`src/rtl/s2p_sched_if.sv`:
```
// Bus between the round-robin s2p scheduler, its serial requesters and the shared s2p.
// master = scheduler side, slave = requesters plus the s2p instance.
interface s2p_sched_if #(
  parameter int NREQ = 4
);
  logic [NREQ-1:0]   req;
  logic [4*NREQ-1:0] req_len;
  logic [NREQ-1:0]   sdi;
  logic [NREQ-1:0]   grant;
  logic [NREQ-1:0]   done;
  logic [15:0]       rdata;
  logic              err;
  logic              s2p_enable;
  logic [3:0]        s2p_len;
  logic              s2p_data_in;
  logic [15:0]       s2p_data_out;
  logic              s2p_ready;

  modport master (
    input  req, req_len, sdi, s2p_data_out, s2p_ready,
    output grant, done, rdata, err, s2p_enable, s2p_len, s2p_data_in
  );

  modport slave (
    output req, req_len, sdi, s2p_data_out, s2p_ready,
    input  grant, done, rdata, err, s2p_enable, s2p_len, s2p_data_in
  );
endinterface

```
`src/rtl/s2p_sched.sv`:
```
// Round-robin scheduler sharing one s2p deserializer among NREQ serial requesters.
// state    | meaning
// ST_IDLE  | no transfer; pick next requester from rr pointer
// ST_SHIFT | grant and s2p enable held; wait for s2p ready or timeout
// ST_GAP   | one cycle with enable low so the s2p clears before the next grant
module s2p_sched #(
  parameter int NREQ     = 4,
  parameter int TO_SLACK = 2
) (
  input  logic        clk,
  input  logic        reset,
  s2p_sched_if.master bus
);
  localparam int PTR_W = (NREQ > 1) ? $clog2(NREQ) : 1;
  localparam int CNT_W = $clog2(16 + TO_SLACK + 1);

  typedef enum logic [1:0] {ST_IDLE, ST_SHIFT, ST_GAP} state_t;

  state_t           r_state, w_state_nxt;
  logic [NREQ-1:0]  r_grant, w_grant_nxt;
  logic [NREQ-1:0]  r_done, w_done_nxt;
  logic [15:0]      r_rdata, w_rdata_nxt;
  logic             r_err, w_err_nxt;
  logic             r_en, w_en_nxt;
  logic [3:0]       r_len, w_len_nxt;
  logic [CNT_W-1:0] r_cnt, w_cnt_nxt;
  logic [PTR_W-1:0] r_ptr, w_ptr_nxt;

  logic             w_any;
  logic [PTR_W-1:0] w_pick;
  logic [PTR_W-1:0] w_cand;
  logic [4:0]       w_word_len;
  logic [CNT_W-1:0] w_tmo;

  // First requester at or after the rr pointer, wrapping upward.
  always_comb begin
    w_any  = 1'b0;
    w_pick = '0;
    w_cand = '0;
    for (int i = 0; i < NREQ; i++) begin
      w_cand = PTR_W'((int'(r_ptr) + i) % NREQ);
      if (!w_any && bus.req[w_cand]) begin
        w_any  = 1'b1;
        w_pick = w_cand;
      end
    end
  end

  assign w_word_len = (r_len == 4'd0) ? 5'd16 : {1'b0, r_len};
  assign w_tmo      = CNT_W'(w_word_len) + CNT_W'(TO_SLACK) - CNT_W'(1);

  always_comb begin
    w_state_nxt = r_state;
    w_grant_nxt = r_grant;
    w_done_nxt  = '0;
    w_rdata_nxt = r_rdata;
    w_err_nxt   = 1'b0;
    w_en_nxt    = r_en;
    w_len_nxt   = r_len;
    w_cnt_nxt   = r_cnt;
    w_ptr_nxt   = r_ptr;
    case (r_state)
      ST_IDLE: begin
        if (w_any) begin
          w_grant_nxt         = '0;
          w_grant_nxt[w_pick] = 1'b1;
          w_en_nxt            = 1'b1;
          w_len_nxt           = bus.req_len[{w_pick, 2'b00} +: 4];
          w_cnt_nxt           = '0;
          w_ptr_nxt           = (int'(w_pick) == NREQ - 1) ? '0 : w_pick + PTR_W'(1);
          w_state_nxt         = ST_SHIFT;
        end
      end
      ST_SHIFT: begin
        w_cnt_nxt = r_cnt + CNT_W'(1);
        if (bus.s2p_ready) begin
          w_rdata_nxt = bus.s2p_data_out;
          w_done_nxt  = r_grant;
          w_grant_nxt = '0;
          w_en_nxt    = 1'b0;
          w_state_nxt = ST_GAP;
        end else if (r_cnt == w_tmo) begin
          w_rdata_nxt = '0;
          w_done_nxt  = r_grant;
          w_err_nxt   = 1'b1;
          w_grant_nxt = '0;
          w_en_nxt    = 1'b0;
          w_state_nxt = ST_GAP;
        end
      end
      ST_GAP:  w_state_nxt = ST_IDLE;
      default: w_state_nxt = ST_IDLE;
    endcase
  end

  always_ff @(posedge clk or posedge reset) begin
    if (reset) begin
      r_state <= ST_IDLE;
      r_grant <= '0;
      r_done  <= '0;
      r_rdata <= '0;
      r_err   <= 1'b0;
      r_en    <= 1'b0;
      r_len   <= '0;
      r_cnt   <= '0;
      r_ptr   <= '0;
    end else begin
      r_state <= w_state_nxt;
      r_grant <= w_grant_nxt;
      r_done  <= w_done_nxt;
      r_rdata <= w_rdata_nxt;
      r_err   <= w_err_nxt;
      r_en    <= w_en_nxt;
      r_len   <= w_len_nxt;
      r_cnt   <= w_cnt_nxt;
      r_ptr   <= w_ptr_nxt;
    end
  end

  assign bus.grant       = r_grant;
  assign bus.done        = r_done;
  assign bus.rdata       = r_rdata;
  assign bus.err         = r_err;
  assign bus.s2p_enable  = r_en;
  assign bus.s2p_len     = r_len;
  // Only the granted line reaches the s2p; zero while idle since grant is zero.
  assign bus.s2p_data_in = |(bus.sdi & r_grant);
endmodule

```
`src/flat_wrapper.sv`:
```
// flat-port wrapper written by rule: the top's interface ports become plain ports
module s2p_sched_flat 
#(
  parameter int NREQ     = 4,
  parameter int TO_SLACK = 2
)
  (clk, reset, bus_req, bus_req_len, bus_sdi, bus_s2p_data_out, bus_s2p_ready, bus_grant, bus_done, bus_rdata, bus_err, bus_s2p_enable, bus_s2p_len, bus_s2p_data_in);
  s2p_sched_if #(.NREQ(NREQ)) bus_i ();
  input  logic clk;
  input  logic reset;
  input wire logic [$bits(bus_i.req)-1:0] bus_req;
  input wire logic [$bits(bus_i.req_len)-1:0] bus_req_len;
  input wire logic [$bits(bus_i.sdi)-1:0] bus_sdi;
  input wire logic [$bits(bus_i.s2p_data_out)-1:0] bus_s2p_data_out;
  input wire logic [$bits(bus_i.s2p_ready)-1:0] bus_s2p_ready;
  output wire logic [$bits(bus_i.grant)-1:0] bus_grant;
  output wire logic [$bits(bus_i.done)-1:0] bus_done;
  output wire logic [$bits(bus_i.rdata)-1:0] bus_rdata;
  output wire logic [$bits(bus_i.err)-1:0] bus_err;
  output wire logic [$bits(bus_i.s2p_enable)-1:0] bus_s2p_enable;
  output wire logic [$bits(bus_i.s2p_len)-1:0] bus_s2p_len;
  output wire logic [$bits(bus_i.s2p_data_in)-1:0] bus_s2p_data_in;
  assign bus_i.req = bus_req;
  assign bus_i.req_len = bus_req_len;
  assign bus_i.sdi = bus_sdi;
  assign bus_i.s2p_data_out = bus_s2p_data_out;
  assign bus_i.s2p_ready = bus_s2p_ready;
  assign bus_grant = bus_i.grant;
  assign bus_done = bus_i.done;
  assign bus_rdata = bus_i.rdata;
  assign bus_err = bus_i.err;
  assign bus_s2p_enable = bus_i.s2p_enable;
  assign bus_s2p_len = bus_i.s2p_len;
  assign bus_s2p_data_in = bus_i.s2p_data_in;
  s2p_sched #(.NREQ(NREQ), .TO_SLACK(TO_SLACK)) u_core (.clk(clk), .reset(reset), .bus(bus_i));
endmodule
```
`config.mk`:
```
export PLATFORM = sky130hd
export DESIGN_NAME = s2p_sched_flat
export DESIGN_NICKNAME = d
export VERILOG_FILES = /design/src/rtl/s2p_sched_if.sv /design/src/rtl/s2p_sched.sv /design/src/flat_wrapper.sv
export SDC_FILE = /design/constraint.sdc
export NUM_CORES = 1
export LEC_CHECK = 0
export CAP_MARGIN = 25
export CORE_MARGIN = 5
export CORE_UTILIZATION = 46
export DETAILED_ROUTE_END_ITERATION = 8
export PLACE_DENSITY_LB_ADDON = 0.2
export SYNTH_ARGS = -nofsm -noshare
export SYNTH_HDL_FRONTEND = slang
export SYNTH_SLANG_ARGS = --single-unit
```
`constraint.sdc`:
```
create_clock -name clk -period 2.5 [get_ports clk]
set_input_delay 0.75 -clock clk [delete_from_list [all_inputs] [get_ports clk]]
set_output_delay 0.75 -clock clk [all_outputs]
set_load 0.02 [all_outputs]
```
==> flow_summary.json, run 1 <==
{
  "worstPathArrival_ps": 1570,
  "yosysWarnings": 0,
  "grt_max_degree": 40,
  "die_area_mm2": 0.00632,
  "synth_fp_nets": 275,
  "hold_path_depth": 2,
  "vias": 1971,
  "rrSetupSlack_ps": 460,
  "grt_pass1_wl_um": 9490,
  "ys_seq_elements": 39,
  "cp_max_fo": 1,
  "status": "complete, no violations",
  "ys_types": 41,
  "rows": 25,
  "cts_sinks": 39,
  "drt_iter0_markers": 105,
  "synth_edf_count": 0,
  "critPathRequiredTime_ps": 1750,
  "dpl.hpwl_um": 4110,
  "cts_max_level": 2,
  "synth_cells": 225,
  "die_y_um": 79.5,
  "area_growth_pct": 44.0,
  "clock-skew-final_ps": 5.54,
  "final_common_cell": "clkdlybuf4s50_1",
  "grt.total_usage_pct": 19.0,
  "clk_path_buf_depth": 2,
  "top_layer": "met4",
  "ys.flop_type": "dfrtp_1",
  "grt_setup_unrepaired": "false",
  "io_buffers": 73,
  "die_w_um": 79.5,
  "fin_crit_sh_pct": 92.7,
  "worstSkewPairLatency_ps": 280,
  "crit_type": "in -> out",
  "hold_viol": 0,
  "wl_met1_um": 2440,
  "antenna_cells": 0,
  "cts-root-buf": "clkbuf_8",
  "clkTransAtPathRegs_ps": 70,
  "viasPerCell": 5.27,
  "cts_made_buffers": 5,
  "slew_headroom_pct": 39.3,
  "rr_endpoint": "u_core.bus.done[1]",
  "wl_met3_um": 230,
  "layout_common_cells": "72 x clkdlybuf4s50_1, 39 x dfrtp_1, 23 x o21ai_0",
  "setup_viol": 0,
  "power_density_mw_per_mm2": 1250,
  "gr-total-overflow": 0,
  "fin_nets": 356,
  "synth_area_mm2": 0.00222,
  "switching_share_pct": 42.3,
  "timing.critical_path.slowest_cell_delay_ps": 400,
  "internal-power_mw": 2.31,
  "cp-start-kind": "primary input",
  "p_switching_mw": 1.70,
  "worstPathBufferInverterCount": 2,
  "place.gp.congestion": 0.816,
  "whs_ps": 544,
  "p_seq_share_pct": 29.5,
  "syn_avg_cell_area_um2": 9.88,
  "ff2ff_path_depth": 7,
  "grt_pass1_vias": 2016,
  "pin_count": 74,
  "maxSlewViolCount": 0,
  "coreArea_mm2": 0.00472,
  "async_reset_ff_share_pct": 100,
  "ir_drop_mv": 0.615,
  "crit_slowest_cell": "clkdlybuf4s50_1",
  "p_leak_nw": 1.34,
  "route.met2.wl_um": 2930,
  "worst_pin_slew_ps": 910,
  "drtAntennaViolNets": 0,
  "holdCritPathClass": "reg -> reg",
  "cap_violations": 0,
  "cts_tree": "yes",
  "initial_core_util_pct": 47.1,
  "finalSetupTns_ps": 0,
  "power_frac_clock_pct": 13.5,
  "multi_input_area_mm2": 0.00113,
  "wl_per_cell_um": 15.0,
  "fmax_mhz": 431,
  "firstDrtPassIters": 4,
  "wl_um": 5620,
  "comb_power_share_pct": 57.0,
  "cts-hold-fix-buffers": 0,
  "r2r-start": "u_core.bus.s2p_len[0]",
  "ys_seq_area_share_pct": 43.9,
  "path_cells": "clkdlybuf4s50_1 -> a22oi_1 -> nand2_1 -> clkbuf_2",
  "min-delay-start": "u_core.r_ptr[0]",
  "period_needed_ps": 2320,
  "min_to": "u_core.r_ptr[0]",
  "drive_gt1_share_pct": 12.4,
  "setup.worst_path.end_class": "output pin",
  "fillers": 373,
  "antenna_found_initial": 0,
  "post_cts_buffers": 0,
  "register_area_um2": 976,
  "drc": 0,
  "crit_family": "buffers and inverters"
}
==> state kept, by name, summed over array words and instances (netlist names) <==
signal and cells:
u_core.bus.s2p_enable 1, u_core.r_cnt 5, u_core.r_state 2, u_core.bus.rdata 16, u_core.bus.err 1, u_core.bus.done 4, u_core.bus.grant 4, u_core.r_ptr 2
u_core.bus.s2p_len 4
==> synth_stat cells, types with 4 or more instances <==
cell / instances / area, um2
a211o_1: 4 / 35.0
a21oi_1: 6 / 30.0
a22oi_1: 18 / 135
and3_2: 4 / 30.0
clkbuf_1: 5 / 18.8
dfrtp_1: 39 / 976
ha_1: 7 / 87.6
inv_1: 13 / 48.8
mux2i_1: 5 / 50.1
nand2_1: 17 / 63.8
nand2b_1: 18 / 113
nand3_1: 9 / 45.0
nand4_1: 6 / 37.5
nor2_1: 8 / 30.0
o21ai_0: 23 / 115
o311ai_1: 5 / 43.8
o31ai_1: 4 / 30.0
xnor2_1: 4 / 35.0
==> routing by layer <==
metal  up-vias  track usage, %
li1        977               -
met1       956            23.9
met2        36            33.1
met3         2            4.18
met4         0            4.12
met5         -               0
==> power by group through the flow <==
stage          logic [mW]  registers [mW]  clock network (mW)
2_1_floorplan        1.22            1.39                   0
3_3_place_gp         2.25            1.18                   0
3_5_place_dp         2.30            1.20                   0
4_1_cts              2.31            1.19               0.553
5_1_grt              2.51            1.23               0.583
6_report             2.28            1.18               0.542
==> worst max path at each step <==
stage / cells after the start / start / slack, ps / to
after detailed placement: 4 / bus_sdi[0] / -230 / bus_s2p_data_in
after floorplan: 8 / u_core.bus.s2p_len[0] / 520 / u_core.bus.rdata[0]
final: 4 / bus_sdi[0] / 180 / bus_s2p_data_in
after global placement: 4 / bus_sdi[0] / -190 / bus_s2p_data_in
after CTS: 4 / bus_sdi[0] / 8 / bus_s2p_data_in
after global routing: 4 / bus_sdi[0] / 90 / bus_s2p_data_in
==> final cells by class <==
type | instances | share of cell area [%]
multi-input combinational | 161 | 35.2
sequential | 39 | 30.5
timing repair buffer | 86 | 26.5
tap | 67 | 2.62
clock buffer | 6 | 2.58
inverter | 13 | 1.52
clock inverter | 2 | 1.09
==> timing repair <==
| action | 4_1_cts | 5_1_grt |
|---|---|---|
| gates resized for setup | 1 | 2 |
| setup endpoints to repair | 1 | 1 |
| pin swaps | 0 | 0 |
==> through the flow <==
stage | util (%) | std cells | power [mW] | area (um2) | setup slack, ps
finish | 67.8 | 374 | 4.01 | 3200 | 182
global route | 67.8 | 374 | 4.32 | 3200 | 93.0
global placement | 65.4 | 366 | 3.44 | 3090 | -195
detailed placement | 65.4 | 366 | 3.49 | 3090 | -227
floorplan | - | 225 | 2.61 | 2220 | 522
CTS | 67.9 | 374 | 4.05 | 3210 | 7.50
==> worst reg2reg max path: cells and delay by family, from the launching register on <==
kind	cells	cell delay (ps)
adder cells (fa/ha/maj)	1	310
flip-flops	1	450
XOR/XNOR	1	130
AND/OR/NAND/NOR	1	230
buffers and inverters	1	70
AO/OA/AOI/OAI	3	800
==> cells by family (layout without fill, tap and decap cells) <==
family                     count (synthesis)  after routing  share of synthesized area, %
buffers and inverters                     25            107                          5.40
muxes                                      5              5                          2.25
AOI/OAI and AO/OA                         70             70                          23.2
adders and majority gates                  7              7                          3.94
and+or+nand+nor                           74             74                          19.3
DFF                                       39             39                          43.9
xor gates and xnor gates                   5              5                          1.97
No activity file was read; power rests on OpenSTA's default activity.
==> inputs of run 2 (changes only) <==
--- a/config.mk
+++ b/config.mk
@@ -7,8 +7,9 @@
 export LEC_CHECK = 0
 export CAP_MARGIN = 25
 export CORE_MARGIN = 5
-export CORE_UTILIZATION = 46
+export CORE_UTILIZATION = 60
 export DETAILED_ROUTE_END_ITERATION = 8
+export DONT_BUFFER_PORTS = 1
 export PLACE_DENSITY_LB_ADDON = 0.2
 export SYNTH_ARGS = -nofsm -noshare
 export SYNTH_HDL_FRONTEND = slang
==> flow_summary.json, run 2 (synthesis gave the netlist of run 1 again) <==
{
  "wl_per_cell_um": 18.1,
  "fmax_mhz": 471,
  "holdCritPathClass": "in -> async",
  "dpl.hpwl_um": 3600,
  "rows": 22,
  "final_area_mm2": 0.00236,
  "final_common_cell": "dfrtp_1",
  "hold_viol": 0,
  "slew_headroom_pct": 41.4,
  "cts_tree": "yes",
  "setup_viol": 0,
  "die_y_um": 70.9,
  "cts-root-buf": "clkbuf_8",
  "cp-start-kind": "flop",
  "status": "complete, no violations",
  "post_cts_buffers": 0,
  "power_frac_clock_pct": 15.5,
  "route.met2.wl_um": 2550,
  "die_w_um": 70.9,
  "fin_crit_sh_pct": 84.9,
  "drc": 0,
  "grt_max_degree": 40,
  "drt_iter0_markers": 130,
  "internal-power_mw": 1.80,
  "critPathRequiredTime_ps": 2740,
  "grt_pass1_wl_um": 8360,
  "p_switching_mw": 1.62,
  "antenna_found_initial": 0,
  "power_density_mw_per_mm2": 1450,
  "pin_count": 74,
  "top_layer": "met4",
  "crit_type": "reg -> reg",
  "setup.worst_path.end_class": "flop",
  "timing.critical_path.slowest_cell_delay_ps": 530,
  "largest_reg_flops": 16,
  "grt.total_usage_pct": 20.5,
  "crit_slowest_cell": "dfrtp_1",
  "place_area_mm2": 0.00225,
  "wl_met3_um": 323,
  "wl_met1_um": 2020,
  "gr-total-overflow": 0,
  "vias": 1720,
  "viasPerCell": 6.28,
  "p_leak_nw": 1.01,
  "firstDrtPassIters": 4,
  "cap_violations": 0,
  "fin_nets": 275,
  "cp_max_fo": 11,
  "clock-skew-final_ps": 4.54,
  "cts-hold-fix-buffers": 0,
  "period_needed_ps": 2120,
  "area_growth_pct": 6.25,
  "clk_path_buf_depth": 2,
  "cts_sinks": 39,
  "cts_max_level": 2,
  "comb_power_share_pct": 41.5,
  "whs_ps": 452,
  "p_seq_share_pct": 42.9,
  "worstSkewPairLatency_ps": 300,
  "clkTransAtPathRegs_ps": 80,
  "worstPathArrival_ps": 2360,
  "switching_share_pct": 47.4,
  "layout_common_cells": "39 x dfrtp_1, 23 x o21ai_0, 18 x nand2b_1, 18 x a22oi_1, 17 x nand2_1",
  "maxSlewViolCount": 0,
  "antenna_cells": 0,
  "power_mw": 3.42,
  "io_buffers": 0,
  "coreArea_mm2": 0.00363,
  "finalSetupTns_ps": 0,
  "ir_drop_mv": 0.627,
  "initial_core_util_pct": 61.2,
  "die_area_mm2": 0.00502,
  "place.gp.congestion": 0.738,
  "cts_made_buffers": 5,
  "drive_gt1_share_pct": 12.8,
  "cts_resized": 0,
  "wl_um": 4960,
  "path_cells": "inv_1 -> ha_1 -> xnor2_1 -> o21ai_0 -> a221o_2 -> o21bai_4 -> and3_2",
  "grt_pass1_vias": 1842,
  "drtAntennaViolNets": 0,
  "post-route-util_pct": 65.0,
  "grt_setup_unrepaired": "false",
  "worst_pin_slew_ps": 878
}
## run 2: cell types whose count changed in the layout (fill, tap and decap cells not counted), sizes merged
cell           change
buf                -8
clkdlybuf4s50     -72
clkinv             +1
clkbuf             -2
## run 2: worst max-delay path: cells and delay by family (launching register included)
kind | cells | cell delay (ps)
flops | 1 | 530
buf+inv | 1 | 100
fa+ha+maj | 1 | 290
simple gates | 1 | 230
xor+xnor | 1 | 120
compound gates | 3 | 790
## run 2: path summary, 6_finish.rpt
path / start / end / slack (ps) / cells after the start
setup / recovery: u_core.bus.s2p_len[1] / u_core.bus.done[0] / 380 / 7
hold / removal: reset / u_core.bus.rdata[15] / 450 / 2
setup reg to reg: u_core.bus.s2p_len[1] / u_core.bus.done[0] / 380 / 7
hold reg to reg: u_core.r_ptr[0] / u_core.r_ptr[0] / 550 / 2
max in group asynchronous: reset / u_core.bus.s2p_len[1] / 1710 / 2
min in group clk: bus_s2p_ready / u_core.bus.err / 520 / 1
## run 2: metrics by stage
stage / cells / worst slack (ps)
2_1_floorplan: 225 / 522
3_3_place_gp: 266 / 254
3_5_place_dp: 266 / 276
4_1_cts: 274 / 365
5_1_grt: 274 / 205
6_report: 274 / 376
## run 2: cell type report
cell class	count	area, um2
Tap cell	48	60.1
Clock inverter	3	43.8
Fill cell	312	1270
Timing Repair Buffer	5	37.5
Multi-Input combinational cell	161	1130
Inverter	13	48.8
Clock buffer	5	68.8
Sequential cell	39	976
## run 2: routing by layer
layer | global-route usage [%] | up-vias
met4 | 7.31 | 0
li1 | - | 814
met3 | 6.39 | 8
met5 | 0 | -
met1 | 24.1 | 852
met2 | 35.3 | 46
## run 2: power by group through the flow
| stage | sequential [mW] | clock (mW) | combinational, mW |
|---|---|---|---|
| after detailed placement | 1.48 | 0 | 1.42 |
| after global placement | 1.47 | 0 | 1.34 |
| after floorplan | 1.39 | 0 | 1.22 |
| after global routing | 1.52 | 0.566 | 1.61 |
| final | 1.47 | 0.530 | 1.42 |
| after CTS | 1.47 | 0.534 | 1.43 |
